File: src/rtl/tis_isa_pkg.sv
// Shared TIS node definitions: branch classes fed back from the decoder,
// default datapath widths and the instruction sequencer state encoding.
package tis_isa_pkg;

  localparam int TIS_INSTR_W = 21;
  localparam int TIS_DATA_W  = 11;

  localparam logic [3:0] BR_SEQ = 4'd0;
  localparam logic [3:0] BR_JMP = 4'd1;
  localparam logic [3:0] BR_JEZ = 4'd2;
  localparam logic [3:0] BR_JNZ = 4'd3;
  localparam logic [3:0] BR_JGZ = 4'd4;
  localparam logic [3:0] BR_JLZ = 4'd5;
  localparam logic [3:0] BR_JRO = 4'd6;

  typedef enum logic [1:0] {
    ST_EMPTY = 2'd0,
    ST_LOAD  = 2'd1,
    ST_PRIME = 2'd2,
    ST_RUN   = 2'd3
  } seq_state_t;

endpackage

File: src/rtl/instr_seq_next_pc.sv
// Next program line from branch class, ACC, jump offset, current pc and length.
// Latency: purely combinational.
// Backpressure: none; the caller decides whether to take nxt (stall).
module instr_seq_next_pc
  import tis_isa_pkg::*;
#(
  parameter int DATA_W = TIS_DATA_W,
  parameter int ADDR_W = 4
) (
  input  logic [3:0]               op,
  input  logic signed [DATA_W-1:0] acc,
  input  logic signed [DATA_W-1:0] jmp_off,
  input  logic [ADDR_W-1:0]        pc,
  input  logic [ADDR_W:0]          len,
  output logic [ADDR_W-1:0]        nxt
);

  // Wide enough that pc + jmp_off can never overflow before clamping.
  localparam int CW = ((DATA_W > ADDR_W + 1) ? DATA_W : ADDR_W + 1) + 2;

  logic [ADDR_W:0]      pc_inc;
  logic [ADDR_W-1:0]    seq_pc;
  logic [ADDR_W-1:0]    tgt_pc;
  logic signed [CW-1:0] off_x;
  logic signed [CW-1:0] pc_x;
  logic signed [CW-1:0] hi_x;
  logic signed [CW-1:0] tgt_x;
  logic                 acc_zero;
  logic                 acc_neg;
  logic                 taken;

  assign pc_inc   = {1'b0, pc} + (ADDR_W + 1)'(1);
  assign seq_pc   = (pc_inc >= len) ? '0 : pc_inc[ADDR_W-1:0];
  assign off_x    = {{(CW - DATA_W){jmp_off[DATA_W-1]}}, jmp_off};
  assign pc_x     = {{(CW - ADDR_W){1'b0}}, pc};
  assign hi_x     = {{(CW - ADDR_W - 1){1'b0}}, len} - CW'(1);
  assign acc_zero = (acc == '0);
  assign acc_neg  = acc[DATA_W-1];

  always_comb begin
    taken = 1'b0;
    tgt_x = off_x;
    case (op)
      BR_JMP: taken = 1'b1;
      BR_JEZ: taken = acc_zero;
      BR_JNZ: taken = !acc_zero;
      BR_JGZ: taken = !acc_zero && !acc_neg;
      BR_JLZ: taken = acc_neg;
      BR_JRO: begin
        taken = 1'b1;
        tgt_x = pc_x + off_x;
      end
      default: taken = 1'b0;
    endcase
  end

  always_comb begin
    if (tgt_x[CW-1]) begin
      tgt_pc = '0;
    end else if (tgt_x > hi_x) begin
      tgt_pc = hi_x[ADDR_W-1:0];
    end else begin
      tgt_pc = tgt_x[ADDR_W-1:0];
    end
  end

  // An empty program has no legal line; park at 0.
  assign nxt = (len == '0) ? '0 : (taken ? tgt_pc : seq_pc);

endmodule

File: src/rtl/instr_seq.sv
// Writable program store and program counter for one TIS node.
// Latency: pc and out update together on the edge; first line appears one cycle after commit.
// Backpressure: stall holds pc/out/valid; any program write drops valid until the next commit.
module instr_seq
  import tis_isa_pkg::*;
#(
  parameter int    INSTR_W   = TIS_INSTR_W,
  parameter int    DATA_W    = TIS_DATA_W,
  parameter int    DEPTH     = 16,
  parameter int    ADDR_W    = $clog2(DEPTH),
  parameter string INIT_FILE = "",
  parameter int    INIT_LEN  = 0
) (
  input  logic                      clk,
  input  logic                      reset,
  input  logic [3:0]                op,
  input  logic signed [DATA_W-1:0]  acc,
  input  logic signed [DATA_W-1:0]  jmp_off,
  input  logic                      stall,
  input  logic                      prog_we,
  input  logic [ADDR_W-1:0]         prog_addr,
  input  logic [INSTR_W-1:0]        prog_data,
  input  logic                      prog_commit,
  input  logic [ADDR_W:0]           prog_len,
  output logic [INSTR_W-1:0]        out,
  output logic [ADDR_W-1:0]         pc,
  output logic                      valid
);

  localparam logic [ADDR_W:0] DEPTH_L = (ADDR_W + 1)'(DEPTH);
  localparam logic [ADDR_W:0] INIT_L  = (ADDR_W + 1)'(INIT_LEN);

  logic [INSTR_W-1:0] mem [DEPTH];
  seq_state_t         state;
  logic [ADDR_W:0]    len;
  logic [ADDR_W:0]    commit_len;
  logic [ADDR_W-1:0]  nxt;
  logic               addr_ok;

  assign addr_ok    = ({1'b0, prog_addr} < DEPTH_L);
  assign commit_len = (prog_len > DEPTH_L) ? DEPTH_L : prog_len;

  // The store is deliberately outside reset so a node reset keeps its program.
  always_ff @(posedge clk) begin
    if (prog_we && addr_ok) begin
      mem[prog_addr] <= prog_data;
    end
  end

  instr_seq_next_pc #(
    .DATA_W (DATA_W),
    .ADDR_W (ADDR_W)
  ) u_next_pc (
    .op      (op),
    .acc     (acc),
    .jmp_off (jmp_off),
    .pc      (pc),
    .len     (len),
    .nxt     (nxt)
  );

  always_ff @(posedge clk) begin
    if (!reset) begin
      state <= (INIT_LEN > 0) ? ST_PRIME : ST_EMPTY;
      len   <= INIT_L;
      pc    <= '0;
      out   <= '0;
      valid <= 1'b0;
    end else if (prog_commit) begin
      // Commit wins over a simultaneous write; the write still lands before PRIME reads.
      len   <= commit_len;
      state <= (commit_len == '0) ? ST_EMPTY : ST_PRIME;
      pc    <= '0;
      out   <= '0;
      valid <= 1'b0;
    end else if (prog_we) begin
      state <= ST_LOAD;
      pc    <= '0;
      out   <= '0;
      valid <= 1'b0;
    end else begin
      case (state)
        ST_PRIME: begin
          out   <= mem[0];
          pc    <= '0;
          valid <= 1'b1;
          state <= ST_RUN;
        end
        ST_RUN: begin
          if (!stall) begin
            pc  <= nxt;
            out <= mem[nxt];
          end
        end
        default: begin
          out   <= '0;
          valid <= 1'b0;
        end
      endcase
    end
  end

endmodule

File: config.mk
export PLATFORM = sky130hd
export DESIGN_NAME = instr_seq
export DESIGN_NICKNAME = d
export VERILOG_FILES = /design/src/rtl/tis_isa_pkg.sv /design/src/rtl/instr_seq_next_pc.sv /design/src/rtl/instr_seq.sv
export SDC_FILE = /design/constraint.sdc
export NUM_CORES = 1
export LEC_CHECK = 0
export CORE_MARGIN = 5
export CORE_UTILIZATION = 40
export DETAILED_ROUTE_END_ITERATION = 6
export PLACE_DENSITY = 0.54
export SLEW_MARGIN = 25
export SYNTH_ARGS = -nofsm -noshare
export SYNTH_HDL_FRONTEND = slang
export SYNTH_SLANG_ARGS = --single-unit
File: constraint.sdc
create_clock -name clk -period 5.2 [get_ports clk]
set_input_delay 0.52 -clock clk [delete_from_list [all_inputs] [get_ports clk]]
set_output_delay 0.52 -clock clk [all_outputs]
set_load 0.005 [all_outputs]
==> metrics, run 1 <==
CP arrival=5210 ps; Post-Route WL=42110 um; Reg2Reg Depth=17; Net Count, Synth=1309; Die Footprint=0.04351 mm^2; clock power share=0.404; clock buffer depth=3; crit path capture type=register; WP data required=5640 ps; detailed-router iteration count before antenna repair=5; via count=10380; Overflow after GRT=0; VDD IR max=284.3 uV; max-cap viol count=0; die width=208.6 um; # nets final=1440; RePlAce Congestion=0.7981; final core occ=0.4889; Worst Setup Start Kind=input pin; max_slew headroom=0.2910; # setup viols final=0; pre-CTS WS=-74.16 ps; Buf+Inv Stages, Crit Path=4; Cell Int Power=5.135 mW; fmax=209.4 MHz; Final Max Tran Viols=0; R2R setup slack=430 ps; filler cell count=3461; status=completed; Max stage delay on crit path=470 ps; Worst path top cell family by delay=compound AO/OA/AOI/OAI gates; htree depth=2; Routed Antenna Nets=0; diode count=0; CP startpoint=jmp_off[1]; combinational share of power=0.099; Synth Area per Inst=12.89 um^2; non-filler cells, final=1903; gr usage total=0.1889; Slew @ Worst Pin=1062 ps; synthesized netlist cell count=1224; post-synth cell types=70; Worst Skew=28.40 ps; CTS Buf Count=40; Post-synth EDFFs=336; num rows=72; initial antenna violation count=0; Area Growth Syn to Fin=20.34%; Hold Path Class=reg -> reg; worst r2r dst=out[7]; Clock Tree Root=clkbuf_16; drt wl/cell=22.13 um; Post-CTS Setup Inserts=0; Resize count post-CTS=0; RR Startpoint=pc[1]; pwr/cell area=351.5 mW/mm^2; synthesized area=0.01577 mm^2; worst skew pair latency=530 ps; Final Critical Period=4776 ps; first-pass GRT wire length=63800 um; Cell Chain, Critical Path=clkdlybuf4s50_1, ha_1, a211oi_1, buf_4, nor2_1, o31ai_1, ha_1, and4_1, nor2b_1, o31ai_2, a311o_1, mux2i_1, a2bb2oi_2, buf_4, nor3b_2, buf_4, a311oi_1, a21oi_1; RSZ-0062 raised after global routing=no; setup ws final=423.8 ps; post-cts hold buffer count=0; I/O pin cnt=87; Yosys top cell area share=0.6396; NetSw=1.536 mW; Synth top cells by count=edfxtp_1, nand2_1, nor2_1; critical path fanouts, max=12; final HPWL from detailed placement=24770 um; #FFs+latches synth=369; cell mode on critical path=buf_4; final cycle utilization of the critical path=0.9185; Net Sw Frac=0.2303; synth warn=0; Initial Util=0.4063; Primary FF master, synth=edfxtp_1; layout cell share with drive strength beyond 1=0.1321; clock transition at the registers of the reported paths=60 ps; CTS sink count=369; vias in the first global route=10210; Critical Path Sink=out[7]; largest net degree at the start of global routing=47; sequential share of the synthesized area=0.6815; FFs w/ async S/R, synth=0; Port Buf Inserts=86; top-count cell post-synth=edfxtp_1; Die Span Y=208.6 um; Final Hold Violating Endpoints=0; DRC Markers=0; sequential share of power=0.497; path type of the worst setup path=in -> reg; CORE AREA=0.03883 mm^2; Initial DRC Count=841; Synth area leaders=edfxtp_1, nand2_1, dfxtp_1, mux2i_1, a21oi_1; CP max-delay cell=clkdlybuf4s50_1; critical path depth=18; Pleak=6.607 nW; CTS tree=yes; cell accounting for the most synthesized area=edfxtp_1; Inst Count DP=1831; total power=6.671 mW; vias per cell=5.453
-- area by class of cell --
| class | count | area (um^2) | share of cell area |
|---|---|---|---|
| Inverter | 14 | 52.55 | 0.002768 |
| Clock inverter | 19 | 155.1 | 0.008173 |
| Timing Repair Buffer | 157 | 1569 | 0.08266 |
| Clock buffer | 53 | 1095 | 0.05768 |
| Multi-Input combinational cell | 773 | 4712 | 0.2482 |
| Tap cell | 518 | 648.1 | 0.03414 |
| Sequential cell | 369 | 10750 | 0.5663 |
-- registers in the layout, indices dropped and copies added (netlist names) --
| signal | count |
|---|---|
| mem | 336 |
| state | 2 |
| valid | 1 |
| len | 5 |
| out | 21 |
| pc | 4 |
-- worst min-delay path by stage --
| stage | start | endpoint | slack (ps) | cells past startpoint |
|---|---|---|---|---|
| after floorplan | valid | valid | 500 | 2 |
| after global placement | valid | valid | 500 | 2 |
| final | valid | valid | 510 | 2 |
| after detailed placement | valid | valid | 510 | 2 |
| after CTS | valid | valid | 520 | 2 |
| after global routing | valid | valid | 580 | 2 |
-- worst min-delay path, delay by kind of cell, from the launching register on --
| family | cells | cell delay, ps |
|---|---|---|
| AND/OR/NAND/NOR | 2 | 150 |
| flip-flops | 1 | 310 |
-- kinds of logic (layout without fill, tap and decap cells) --
group                      Yosys count  in the layout  synth area share
and+or+nand+nor                    454            454            0.1289
DFF                                369            369            0.6815
muxes                               57             57           0.03641
xor gates and xnor gates            12             12          0.006663
buffers and inverters               82            243           0.02594
adders and majority gates           24             24           0.01951
AOI/OAI and AO/OA                  226            226            0.1011
-- per-stage QoR --
stage	hold WS (ps)	area, um^2	setup TNS, ps
final	513.4	18980	0
after global routing	577.1	18980	0
after CTS	523.1	18980	0
after detailed placement	512.1	17730	-794.5
after global placement	503.6	17730	-490.8
after floorplan	498.5	15770	0
-- power by group through the flow --
stage | Combinational, mW | Clock (mW) | Sequential [mW]
after floorplan | 0.378 | 0 | 3.37
after global placement | 0.656 | 0 | 3.38
after detailed placement | 0.662 | 0 | 3.38
after CTS | 0.665 | 2.75 | 3.32
after global routing | 0.724 | 2.88 | 3.32
final | 0.658 | 2.70 | 3.32
-- cells in the final DEF, fill, tap and decap left out, types with 15 or more instances in the layout --
master,netlist,routed
ha_1,23,23
a21oi_1,74,74
buf_4,10,57
dfxtp_1,33,33
a221oi_2,17,17
nand2_1,231,230
o21ai_1,15,15
o21ai_0,37,37
a32oi_1,16,16
nand4_1,25,25
edfxtp_1,336,336
a311oi_1,17,17
mux2i_1,54,54
nor2_1,80,66
clkbuf_16,0,41
clkdlybuf4s50_1,0,86
nand3_1,47,46
-- per-layer routing --
layer / share of wire / vias to the layer above / global-route usage / wire [um]
li1: - / 4865 / - / -
met1: 0.46 / 5192 / 0.2685 / 19270
met2: 0.48 / 273 / 0.3180 / 20330
met3: 0.045 / 47 / 0.02519 / 1896
met4: 0.014 / 0 / 0.03285 / 605
met5: 0 / - / 0 / 0
(Power assumes the default switching activity.)
==> run 2: changes to the inputs <==
Settings changed: HOLD_SLACK_MARGIN set to 0.08, SKIP_CTS_REPAIR_TIMING set to 1.
==> results of run 2 <==
Same layout as run 1: the final DEF is identical, and so are final timing and power.
==> run 3: changes to the inputs <==
Settings changed: PLACE_DENSITY 0.54 to not set, PLACE_DENSITY_LB_ADDON set to 0.08.
==> metrics, run 3 (synthesized netlist as in run 1, its figures left out) <==
CTS tree=yes (unchanged); area of the multi-input gates=0.004750 mm^2 (was 0.004712 mm^2); Final Critical Period=4765 ps (was 4776 ps); sequential share of power=0.493 (was 0.497); vias per cell=5.428 (was 5.453); Final Hold Violating Endpoints=0 (unchanged); HP Start=valid (unchanged); detailed-router iteration count before antenna repair=5 (unchanged); pwr/cell area=353.9 mW/mm^2 (was 351.5 mW/mm^2); CTS sink count=369 (unchanged); Slew @ Worst Pin=1043 ps (was 1062 ps); Cell Int Power=5.159 mW (was 5.135 mW); final cycle utilization of the critical path=0.9163 (was 0.9185); non-filler cells, final=1900 (was 1903); Post-Route WL=43040 um (was 42110 um); clock buffer depth=3 (unchanged); clock transition at the registers of the reported paths=60 ps (about the same); max reg flops=336 (unchanged); Final Max Tran Viols=0 (unchanged); max-cap viol count=0 (unchanged); final core occ=0.4892 (was 0.4889); NetSw=1.563 mW (was 1.536 mW); Hold Path Class=reg -> reg (unchanged); WP data required=5660 ps (was 5640 ps); max_slew headroom=0.3030 (was 0.2910); Routed Antenna Nets=0 (unchanged); FF/Latch Area=0.01075 mm^2 (unchanged); commonest non-fill, non-tap cells in the layout=edfxtp_1, nand2_1, clkdlybuf4s50_1 (unchanged); Initial Util=0.4063 (unchanged); Max stage delay on crit path=580 ps (was 470 ps); CTS Buf Count=40 (unchanged); status=completed (unchanged); Pleak=6.592 nW (was 6.607 nW); diode count=0 (unchanged); Cell Chain, Critical Path=ha_1, a211oi_1, o21bai_1, and3_1, xor2_1, ha_1, nand3_2, or4b_4, nand2_1, mux2i_1, mux2_1, o32a_4, or3_4, a221o_1, a31oi_1 (was clkdlybuf4s50_1, ha_1, a211oi_1, buf_4, nor2_1, o31ai_1, ha_1, and4_1, nor2b_1, o31ai_2, a311o_1, mux2i_1, a2bb2oi_2, buf_4, nor3b_2, buf_4, a311oi_1, a21oi_1); Area Growth Syn to Fin=20.42% (was 20.34%); combinational share of power=0.099 (about the same); drt wl/cell=22.65 um (was 22.13 um); biggest regs=mem (336), out (21), len (5) (unchanged); largest reg by FF count=mem (unchanged); RePlAce Congestion=0.8044 (was 0.7981); RR Startpoint=pc[1] (unchanged); Hold Slack=519.0 ps (was 513.4 ps); fmax=209.9 MHz (was 209.4 MHz); Die Footprint=0.04351 mm^2 (unchanged); Worst Setup Start Kind=register (was input pin); CP max-delay cell=or4b_4 (was clkdlybuf4s50_1); largest net degree at the start of global routing=43 (was 47); RSZ-0062 raised after global routing=no (unchanged); total power=6.722 mW (was 6.671 mW); worst skew pair latency=550 ps (was 530 ps); layout cell share with drive strength beyond 1=0.1302 (was 0.1321); first-pass GRT wire length=65340 um (was 63800 um); Worst Skew=23.10 ps (was 28.40 ps); Clock Tree Root=clkbuf_16 (unchanged); clock power share=0.408 (was 0.404); die width=208.6 um (unchanged); gr usage total=0.1962 (was 0.1889); Initial DRC Count=791 (was 841); vias in the first global route=10310 (was 10210); via count=10310 (was 10380); Overflow after GRT=0 (unchanged); Worst path top cell family by delay=simple AND/OR/NAND/NOR gates (was compound AO/OA/AOI/OAI gates); # setup viols final=0 (unchanged); Port Buf Inserts=86 (unchanged); final HPWL from detailed placement=25350 um (was 24770 um); setup tns final=0 ps (unchanged); DRC Markers=0 (unchanged); num rows=72 (unchanged); filler cell count=3457 (was 3461); crit path capture type=register (unchanged); # nets final=1437 (was 1440); initial antenna violation count=1 (was 0); CP arrival=5230 ps (was 5210 ps); path type of the worst setup path=reg -> reg (was in -> reg); Buf+Inv Stages, Crit Path=0 (was 4); Inst Count DP=1828 (was 1831); cell mode on critical path=ha_1 (was buf_4); CP startpoint=pc[1] (was jmp_off[1]); critical path fanouts, max=20 (was 12); Die Span Y=208.6 um (unchanged); most common cell after layout, fill and taps aside=edfxtp_1 (unchanged); I/O pin cnt=87 (unchanged); htree depth=2 (unchanged); Net Sw Frac=0.2325 (was 0.2303); VDD IR max=240.4 uV (was 284.3 uV); CORE AREA=0.03883 mm^2 (unchanged)
## run 3: cell count changes in the layout (fill, tap and decap cells not counted), moves of 2 or more
cell | before | now
clkinv_2 | 8 | 5
buf_12 | 14 | 12
nor2_2 | 14 | 9
nor2_4 | 2 | 7
clkbuf_8 | 2 | 5
## run 3: per-stage QoR
stage / area [um^2] / setup WS, ps
CTS: 18990 / 405.8
floorplan: 15770 / 818.0
detailed placement: 17710 / -69.35
finish: 18990 / 435.2
global placement: 17710 / 22.65
global route: 18990 / 112.7
## run 3: final cells by class
| cell class | instances | share of cell area |
|---|---|---|
| sequential | 369 | 0.5660 |
| clock inverter | 16 | 0.008432 |
| clock buffer | 56 | 0.05856 |
| multi-input combinational | 773 | 0.2500 |
| tap | 518 | 0.03412 |
| timing repair buffer | 154 | 0.08010 |
| inverter | 14 | 0.002767 |
## run 3: per-layer routing
layer / GRT usage / part of all wire / up-vias
met4: 0.04815 / 0.020 / 2
met5: 0 / 0.00030 / -
li1: - / - / 4859
met1: 0.2892 / 0.47 / 5128
met3: 0.02744 / 0.050 / 70
met2: 0.3105 / 0.46 / 255
## run 3: power by group through the flow
stage | registers (mW) | clock network, mW | logic [mW]
final | 3.32 | 2.74 | 0.665
after global routing | 3.32 | 2.92 | 0.736
after CTS | 3.32 | 2.80 | 0.672
after detailed placement | 3.38 | 0 | 0.668
after global placement | 3.38 | 0 | 0.666
after floorplan | 3.37 | 0 | 0.378
## run 3: final timing paths
kind / slack (ps) / end / cells after the start
setup / recovery: 440 / out[17] / 15
hold / removal: 520 / valid / 2
setup reg to reg: 440 / out[17] / 15
hold reg to reg: 520 / valid / 2
## run 3: worst min-delay path: stages, from the launching register on
cell and delay, ps:
dfxtp_1 310, nor2b_1 110, nor3b_1 50
